<file path="config.mk">
export PLATFORM = sky130hd
export DESIGN_NAME = pipelined_csa_adder_flat
export DESIGN_NICKNAME = d
export VERILOG_FILES = /design/src/rtl/csa_pkg.sv /design/src/rtl/pipelined_csa_adder_if.sv /design/src/rtl/csa_block_pair.sv /design/src/rtl/pipelined_csa_adder.sv /design/src/flat_wrapper.sv
export SDC_FILE = /design/constraint.sdc
export NUM_CORES = 1
export LEC_CHECK = 0
export CAP_MARGIN = 20
export CORE_ASPECT_RATIO = 1.75
export CORE_UTILIZATION = 45
export DETAILED_ROUTE_END_ITERATION = 6
export PLACE_DENSITY = 0.68
export SYNTH_ARGS = -nofsm -noshare
export SYNTH_HDL_FRONTEND = slang
export SYNTH_SLANG_ARGS = --single-unit
</file>
<file path="constraint.sdc">
create_clock -name clk -period 7.7 [get_ports clk]
set_input_delay 2.31 -clock clk [delete_from_list [all_inputs] [get_ports clk]]
set_output_delay 2.31 -clock clk [all_outputs]
set_load 0.01 [all_outputs]
</file>
<file path="src/rtl/csa_pkg.sv">
// csa_pkg: shared defaults, stage-1 payload element types and sizing helper for pipelined_csa_adder
package csa_pkg;
  localparam int CSA_WIDTH = 64;
  localparam int CSA_BLOCK = 16;
  typedef struct packed {
    logic cout0;
    logic cout1;
  } carry_pair_t;
  typedef struct packed {
    logic a_msb;
    logic b_msb;
  } msb_pair_t;
  function automatic int nblk(input int width, input int block);
    return width / block;
  endfunction
endpackage

</file>
<file path="src/rtl/pipelined_csa_adder_if.sv">
// pipelined_csa_adder_if: operand/result handshake bundle; ovf exists only when CSA_OVERFLOW_EN is defined
interface pipelined_csa_adder_if #(parameter int WIDTH = csa_pkg::CSA_WIDTH);
  logic in_valid;
  logic in_ready;
  logic [WIDTH-1:0] a;
  logic [WIDTH-1:0] b;
  logic c_in;
  logic sub;
  logic out_valid;
  logic out_ready;
  logic [WIDTH-1:0] sum;
  logic c_out;
`ifdef CSA_OVERFLOW_EN
  logic ovf;
  modport master(output in_valid, a, b, c_in, sub, out_ready, input in_ready, out_valid, sum, c_out, ovf);
  modport slave(input in_valid, a, b, c_in, sub, out_ready, output in_ready, out_valid, sum, c_out, ovf);
`else
  modport master(output in_valid, a, b, c_in, sub, out_ready, input in_ready, out_valid, sum, c_out);
  modport slave(input in_valid, a, b, c_in, sub, out_ready, output in_ready, out_valid, sum, c_out);
`endif
endinterface

</file>
<file path="src/rtl/csa_block_pair.sv">
// csa_block_pair: BLOCK-bit dual adder producing results for carry-in 0 and carry-in 1
module csa_block_pair #(parameter int BLOCK = 16) (
  input  logic [BLOCK-1:0] a,
  input  logic [BLOCK-1:0] b,
  output logic [BLOCK-1:0] sum0,
  output logic [BLOCK-1:0] sum1,
  output logic             cout0,
  output logic             cout1
);
  localparam logic [BLOCK:0] ONE = 1;
  assign {cout0, sum0} = {1'b0, a} + {1'b0, b};
  assign {cout1, sum1} = {1'b0, a} + {1'b0, b} + ONE;
endmodule

</file>
<file path="src/rtl/pipelined_csa_adder.sv">
// pipelined_csa_adder: two-stage carry-select adder/subtractor with valid/ready flow control (ovf via CSA_OVERFLOW_EN)
module pipelined_csa_adder
  import csa_pkg::*;
#(
  parameter int WIDTH = CSA_WIDTH,
  parameter int BLOCK = CSA_BLOCK
) (
  input logic clk,
  input logic rst,
  pipelined_csa_adder_if.slave bus
);
  localparam int NBLK = nblk(WIDTH, BLOCK);
  typedef struct packed {
    logic [WIDTH-1:0] s0;
    logic [WIDTH-1:0] s1;
    carry_pair_t [NBLK-1:0] cy;
  } s1_pay_t;
  logic [WIDTH-1:0] b_eff, s0_n, s1_n, sum_n, sum_q;
  logic [NBLK-1:0] c0_n, c1_n;
  logic cin_eff, s1_valid, s2_adv, s1_adv, acc, sel, out_valid_q, c_out_q;
  s1_pay_t pay_n, pay_q;
  assign b_eff = bus.sub ? ~bus.b : bus.b;
  assign cin_eff = bus.c_in ^ bus.sub;
  assign s2_adv = !out_valid_q || bus.out_ready;
  assign s1_adv = s1_valid && s2_adv;
  assign bus.in_ready = !s1_valid || s2_adv;
  assign acc = bus.in_valid && bus.in_ready;
  assign {c0_n[0], s0_n[BLOCK-1:0]} = {1'b0, bus.a[BLOCK-1:0]} + {1'b0, b_eff[BLOCK-1:0]} + {{BLOCK{1'b0}}, cin_eff};
  assign c1_n[0] = 1'b0;
  assign s1_n[BLOCK-1:0] = '0;
  for (genvar k = 1; k < NBLK; k++) begin : g_blk
    csa_block_pair #(.BLOCK(BLOCK)) u_pair (
      .a    (bus.a[k*BLOCK +: BLOCK]),
      .b    (b_eff[k*BLOCK +: BLOCK]),
      .sum0 (s0_n[k*BLOCK +: BLOCK]),
      .sum1 (s1_n[k*BLOCK +: BLOCK]),
      .cout0(c0_n[k]),
      .cout1(c1_n[k])
    );
  end
  // Pack the speculative block results into the stage-1 payload
  always_comb begin
    pay_n.s0 = s0_n;
    pay_n.s1 = s1_n;
    for (int i = 0; i < NBLK; i++) pay_n.cy[i] = {c0_n[i], c1_n[i]};
  end
  // Select chain: block 0 sees a fixed 0 select so it always takes its real cin_eff result
  always_comb begin
    sel = 1'b0;
    sum_n = '0;
    for (int i = 0; i < NBLK; i++) begin
      sum_n[i*BLOCK +: BLOCK] = sel ? pay_q.s1[i*BLOCK +: BLOCK] : pay_q.s0[i*BLOCK +: BLOCK];
      sel = sel ? pay_q.cy[i].cout1 : pay_q.cy[i].cout0;
    end
  end
  // Stage-1 payload only loads on accept, so its contents need no reset
  always_ff @(posedge clk) if (acc) pay_q <= pay_n;
  // Stage-1 occupancy: filled on accept, emptied when it moves to the output
  always_ff @(posedge clk or posedge rst)
    if (rst) s1_valid <= 1'b0;
    else s1_valid <= acc ? 1'b1 : (s1_adv ? 1'b0 : s1_valid);
  // Output register holds steady whenever the consumer stalls a valid result
  always_ff @(posedge clk or posedge rst)
    if (rst) begin
      out_valid_q <= 1'b0;
      sum_q <= '0;
      c_out_q <= 1'b0;
    end else if (s2_adv) begin
      out_valid_q <= s1_valid;
      if (s1_valid) begin
        sum_q <= sum_n;
        c_out_q <= sel;
      end
    end
  assign bus.out_valid = out_valid_q;
  assign bus.sum = sum_q;
  assign bus.c_out = c_out_q;
`ifdef CSA_OVERFLOW_EN
  msb_pair_t msb_q;
  logic ovf_q;
  // Operand sign bits travel with the stage-1 payload
  always_ff @(posedge clk) if (acc) msb_q <= {bus.a[WIDTH-1], b_eff[WIDTH-1]};
  // Overflow is carry-into-MSB xor carry-out, registered with the sum
  always_ff @(posedge clk or posedge rst)
    if (rst) ovf_q <= 1'b0;
    else if (s1_adv) ovf_q <= msb_q.a_msb ^ msb_q.b_msb ^ sum_n[WIDTH-1] ^ sel;
  assign bus.ovf = ovf_q;
`endif
endmodule
</file>
<file path="src/flat_wrapper.sv">
// flat-port wrapper written by rule: the top's interface ports become plain ports
module pipelined_csa_adder_flat import csa_pkg::*;
#(
  parameter int WIDTH = CSA_WIDTH,
  parameter int BLOCK = CSA_BLOCK
)
  (clk, rst, bus_in_valid, bus_a, bus_b, bus_c_in, bus_sub, bus_out_ready, bus_in_ready, bus_out_valid, bus_sum, bus_c_out);
  pipelined_csa_adder_if #(.WIDTH(WIDTH)) bus_i ();
  input logic clk;
  input logic rst;
  input wire logic [$bits(bus_i.in_valid)-1:0] bus_in_valid;
  input wire logic [$bits(bus_i.a)-1:0] bus_a;
  input wire logic [$bits(bus_i.b)-1:0] bus_b;
  input wire logic [$bits(bus_i.c_in)-1:0] bus_c_in;
  input wire logic [$bits(bus_i.sub)-1:0] bus_sub;
  input wire logic [$bits(bus_i.out_ready)-1:0] bus_out_ready;
  output wire logic [$bits(bus_i.in_ready)-1:0] bus_in_ready;
  output wire logic [$bits(bus_i.out_valid)-1:0] bus_out_valid;
  output wire logic [$bits(bus_i.sum)-1:0] bus_sum;
  output wire logic [$bits(bus_i.c_out)-1:0] bus_c_out;
  assign bus_i.in_valid = bus_in_valid;
  assign bus_i.a = bus_a;
  assign bus_i.b = bus_b;
  assign bus_i.c_in = bus_c_in;
  assign bus_i.sub = bus_sub;
  assign bus_i.out_ready = bus_out_ready;
  assign bus_in_ready = bus_i.in_ready;
  assign bus_out_valid = bus_i.out_valid;
  assign bus_sum = bus_i.sum;
  assign bus_c_out = bus_i.c_out;
  pipelined_csa_adder #(.WIDTH(WIDTH), .BLOCK(BLOCK)) u_core (.clk(clk), .rst(rst), .bus(bus_i));
endmodule
</file>
# Word-level counts from Yosys, hierarchy flattened
# Index checks and enable logic that the tools add are counted.
# op_classes
addsub,8
muxes,9
n_bitwise,2
n_reduce_logical,8
# ops
operator,n
$add 16x16->17,4
$mux 64,1
$not 64->64,1
$add 17x1->17 const B,3
$mux 16,3
$add 17x1->17,1
$mux 1,5
$logic_and 1x1->1,2
$logic_not 1->1,2
$logic_or 1x1->1,2
$reduce_and 2->1,1
$reduce_bool 2->1,1
$xor 1x1->1,1
# totals
register_bits,186
inputBits,134
out_inout_bits,67
wordCells,40

# Logic depth before layout (Yosys ltp)
# logic_depth
depth_word,5
depth_mapped,15
ltp_nobuf,14

# By module
# A second synthesis with hierarchy kept.
# hier_totals
cells_unflattened,1036
area_unflattened_um2,11509.8
# modules_own_cells
mod,n_inst,cells_each,area_per_inst_um2,seq_area_each_um2
pipelined_csa_adder,1,548,7888.8,5250.0
csa_block_pair at u_core.g_blk[2].u_pair ...,2,170,1217.4,0.0
csa_block_pair at u_core.g_blk[1].u_pair,1,148,1186.1,0.0

# Least setup slack after synthesis
# Ideal clock, no wire load.
# synth_path
kind,input to register
from,input bus_sub
to,"register u_core.pay_q[2] (netlist bit), data pin"
arrival_ns,5.643
required_time_ns,7.442
setup_slack_ns,1.800
stages,15
path_buffers,2
path_cell_list,clkbuf_1 -> buf_1 -> xor2_1 -> ha_1 -> inv_1 -> fa_1 -> nand2b_2 -> a2111o_1 -> o311ai_2 -> and2_1 -> and4_4 -> nand3_4 -> nor4_4 -> nand3_1 -> xnor2_1
# synth_via
elab_chain_cells,3
# synth_lines
item,line,text
"start, declared",flat_wrapper.sv:15,input wire logic [$bits(bus_i.sub)-1:0] bus_sub;
$mux 64,pipelined_csa_adder.sv:22,assign b_eff = bus.sub ? ~bus.b : bus.b;
$add 16x16->17,n/a,
via u_core.g_blk[1].u_pair.sum0[6],csa_block_pair.sv:5,"output logic [BLOCK-1:0] sum0,"
$add 17x1->17,csa_block_pair.sv:12,"assign {cout1, sum1} = {1'b0, a} + {1'b0, b} + ONE;"
via u_core.g_blk[1].u_pair.cout1,csa_block_pair.sv:8,output logic cout1
"end signal, assigned",pipelined_csa_adder.sv:57,always_ff @(posedge clk) if (acc) pay_q <= pay_n;
"end, declared",pipelined_csa_adder.sv:21,"s1_pay_t pay_n, pay_q;"
# The timed path passes the listed nets, and every way through them passes these cells.
# A chain may end at the register's enable or synchronous reset.

# Worst setup path in the final report
# layout_path
from,input bus_out_ready
to,output bus_in_ready
# layout_via
elab_chain_cells,2
# layout_lines
item,line,text
"start, declared",flat_wrapper.sv:16,input wire logic [$bits(bus_i.out_ready)-1:0] bus_out_ready;
$logic_or 1x1->1,pipelined_csa_adder.sv:24,assign s2_adv = !out_valid_q || bus.out_ready;
$logic_or 1x1->1,pipelined_csa_adder.sv:26,assign bus.in_ready = !s1_valid || s2_adv;
"end, declared",flat_wrapper.sv:17,output wire logic [$bits(bus_i.in_ready)-1:0] bus_in_ready;
# No other way between the ends.

==> run_results.csv <==
group,metric,value,unit
sta,max_slew_margin,33.93,%
setup_path,timing.critical_path.buf_inv,2,
synth,yosysTopAreaCellShare,32.50,%
die,dieHeight,208.8,µm
setup_path,reg2reg_slack,4.64,ns
sta,rsz0062_at_grt,"false",
synth,synth_seq_cells,186,
pwr,irDropWorstVdd,0.1604,mV
global_route,antenna_found_initial,0,
sta,maxSlewViolCount,0,
clocking,clock_path_buffers,2,
synth,synth_edf_count,119,
synth,netlist_instances,950,
synth,syn-num-nets,1160,
sta,finalCritPeriodShare,75.07,%
routing,wl_per_cell,15.43,µm
sta,hold_viol,0,
routing,wl,22710,µm
routing,ant_nets,0,
die,die_x,120.2,µm
sta,finalSetupViolCount,0,
synth,yosysMostFrequentCell,"edfxtp_1",
clocking,ctsHtreeMaxLevel,4,
place,portBuffers,200,
sta,max_freq,173.0,MHz
cells_and_area,drive_gt1_share,8.333,%
clocking,cts_sinks,186,
clocking,root_buffer,"clkbuf_16",
die,dieArea,25090,µm²
routing,via_per_inst,5.179,
worst_hold_path,hold_class,"reg2reg",
place,place_congestion,0.8244,
synth,synth_ff_type,"edfxtp_1",
run_status,status,"finished, final reports clean",
place,dp_hpwl,17800,µm
die,core.rowCount,75,
global_route,grt_pass1_wl,37370,µm
die,core,24020,µm²
cells_and_area,final_core_util,58.04,%
clocking,path_clk_slew,0.07,ns
global_route,overflow,0,
die,start_util,45.77,%
pwr,p_leak,0.005648,µW
global_route,grt_pass1_vias,7800,
setup_path,crit_fanout,3,
routing,drtIter0Drc,305,
global_route,grt_use_met3,2.374,%
setup_path,startpoint_type,"input pin",
synth,synth.largest_area_cell,"edfxtp_1",
clocking,cts_tree,"done",
global_route,grt.total_usage,19.24,%
clocking,clock_latency,0.44,ns
setup_path,cp_cell_sequence,"clkdlybuf4s50_1, nand3b_1, clkdlybuf4s50_1",
setup_path,required,5.39,ns
global_route,grt_max_degree,68,
cells_and_area,syn2layout_area_growth,26.82,%
clocking,cts_hold_buf,0,
sta,fin_skew,0.008573,ns
global_route,grt_busiest_layer,"met2",
clocking,numCtsBuffers,17,
sta,worst_pin_slew,0.9911,ns
setup_path,slowest_stage,"clkdlybuf4s50_1",
setup_path,critPathCaptureType,"output pin",
cells_and_area,antennaDiodeCount,0,
synth,netlist_top_cells_count,"edfxtp_1, xor2_1, nand2_1",
global_route,grt_util_met2,37.79,%
clocking,postCtsSetupBuffers,0,
routing,drc,0,
sta,fin_tns_setup,0,ns
synth,syn_area,10990,µm²
synth,synthArstFlopShare,36.02,%
setup_path,critPathTopFamily,"buffers and inverters",
routing,first_pass_iters,4,
setup_path,slowest_delay,0.55,ns
synth,synth_seq_area_share,47.75,%
die,top_level_ports,201,
setup_path,path_class,"in2out",
pwr,power_density,245.6,nW/µm²
sta,fin_crit,5.780,ns
global_route,grt_util_met1,19.29,%
cells_and_area,fin_nets,1361,
synth,yosys_warnings,0,
synth,synth.distinct_cells,74,
synth,syn_area_per_cell,11.57,µm²
synth,synthTopCellsByArea,"edfxtp_1, dfrtp_1, ha_1",
setup_path,worst_path_most_repeated_cell,"clkdlybuf4s50_1",
run,maxCapViolations,0,
clocking,cts_resized,0,
routing,vias,7623,
setup_path,crit_arrival,3.47,ns
kinds of logic after synthesis:
kind of cell               share of synthesized area, %
and+or+nand+nor                                   10.15
AOI/OAI and AO/OA                                 11.33
buffers and inverters                             2.344
adders and majority gates                         8.991
xor gates and xnor gates                          13.08
DFF                                               47.75
muxes                                             6.350
area by class of cell:
type / count / area (µm²)
Fill cell: 2088 / 10080
Multi-Input combinational cell: 698 / 5505
Sequential cell: 186 / 5250
Timing Repair Buffer: 206 / 2044
Clock buffer: 17 / 425.4
Tap cell: 308 / 385.4
Clock inverter: 15 / 173.9
Inverter: 42 / 158.9
registers in the layout, indices dropped and copies added, names as in the netlist:
signal and count:
u_core.s1_valid 1, u_core.bus.c_out 1, u_core.bus.out_valid 1, u_core.pay_q 119, u_core.bus.sum 64
through the flow:
| stage | instance area, µm² | hold WS [ns] | cells | setup slack (ns) | total power [µW] |
|---|---|---|---|---|---|
| after floorplan | 10990 | 0.4555 | 950 | 1.800 | 2139 |
| after global placement | 13340 | 0.4594 | 1440 | 1.836 | 2555 |
| after detailed placement | 13340 | 0.4653 | 1440 | 1.761 | 2583 |
| after CTS | 13940 | 0.4814 | 1472 | 1.917 | 3465 |
| after global routing | 13940 | 0.4914 | 1472 | 1.874 | 3632 |
| final | 13940 | 0.4781 | 1472 | 1.920 | 3424 |
layer usage:
| layer | wire length [µm] | part of all wire, % |
|---|---|---|
| met5 | 0 | 0 |
| met4 | 808 | 3.6 |
| met3 | 624 | 2.7 |
| met2 | 13160 | 58 |
| met1 | 8115 | 36 |
worst reg2reg max path, cell delays in order, from the launching register on:
cell	delay [ns]
edfxtp_1	1.00
mux2i_4	0.92
mux2i_2	0.29
buf_4	0.33
mux2i_1	0.28
o21ai_0	0.10
report_power, final:
group | switching [µW] | internal, µW | leakage (µW)
clock | 409 | 465 | 0.000291
sequential | 86.8 | 1330 | 0.00195
combinational | 571 | 562 | 0.00340
total | 1070 | 2360 | 0.00565
worst paths after layout:
| kind | from | to | cells after the start |
|---|---|---|---|
| hold / removal | u_core.bus.sum[37] | u_core.bus.sum[37] | 2 |
| max in group asynchronous | rst | u_core.bus.c_out | 3 |
| hold reg to reg | u_core.bus.sum[37] | u_core.bus.sum[37] | 2 |
| setup / recovery | bus_out_ready | bus_in_ready | 3 |
| setup reg to reg | u_core.pay_q[1] | u_core.bus.sum[54] | 5 |
| min in group asynchronous | rst | u_core.bus.sum[33] | 3 |
placed cells by master, fill, tap and decap left out, drive strengths merged, types with 5 or more instances in the layout:
master / n
clkbuf: 17
nand4: 5
fa: 5
a211oi: 8
inv: 50
nand2: 82
nand3: 22
edfxtp: 119
mux2i: 51
a21o: 14
xor2: 90
or2: 5
o21a: 8
nor2: 33
and3: 10
o31ai: 7
clkinv: 5
and4: 7
buf: 7
nor2b: 6
xnor2: 69
dfrtp: 67
a21oi: 39
a31oi: 7
and2: 6
ha: 71
o211ai: 7
o21ai: 66
mux2: 16
nand2b: 12
o21bai: 5
nor3: 8
clkdlybuf4s50: 199
Power figures use the tool's default switching activity.
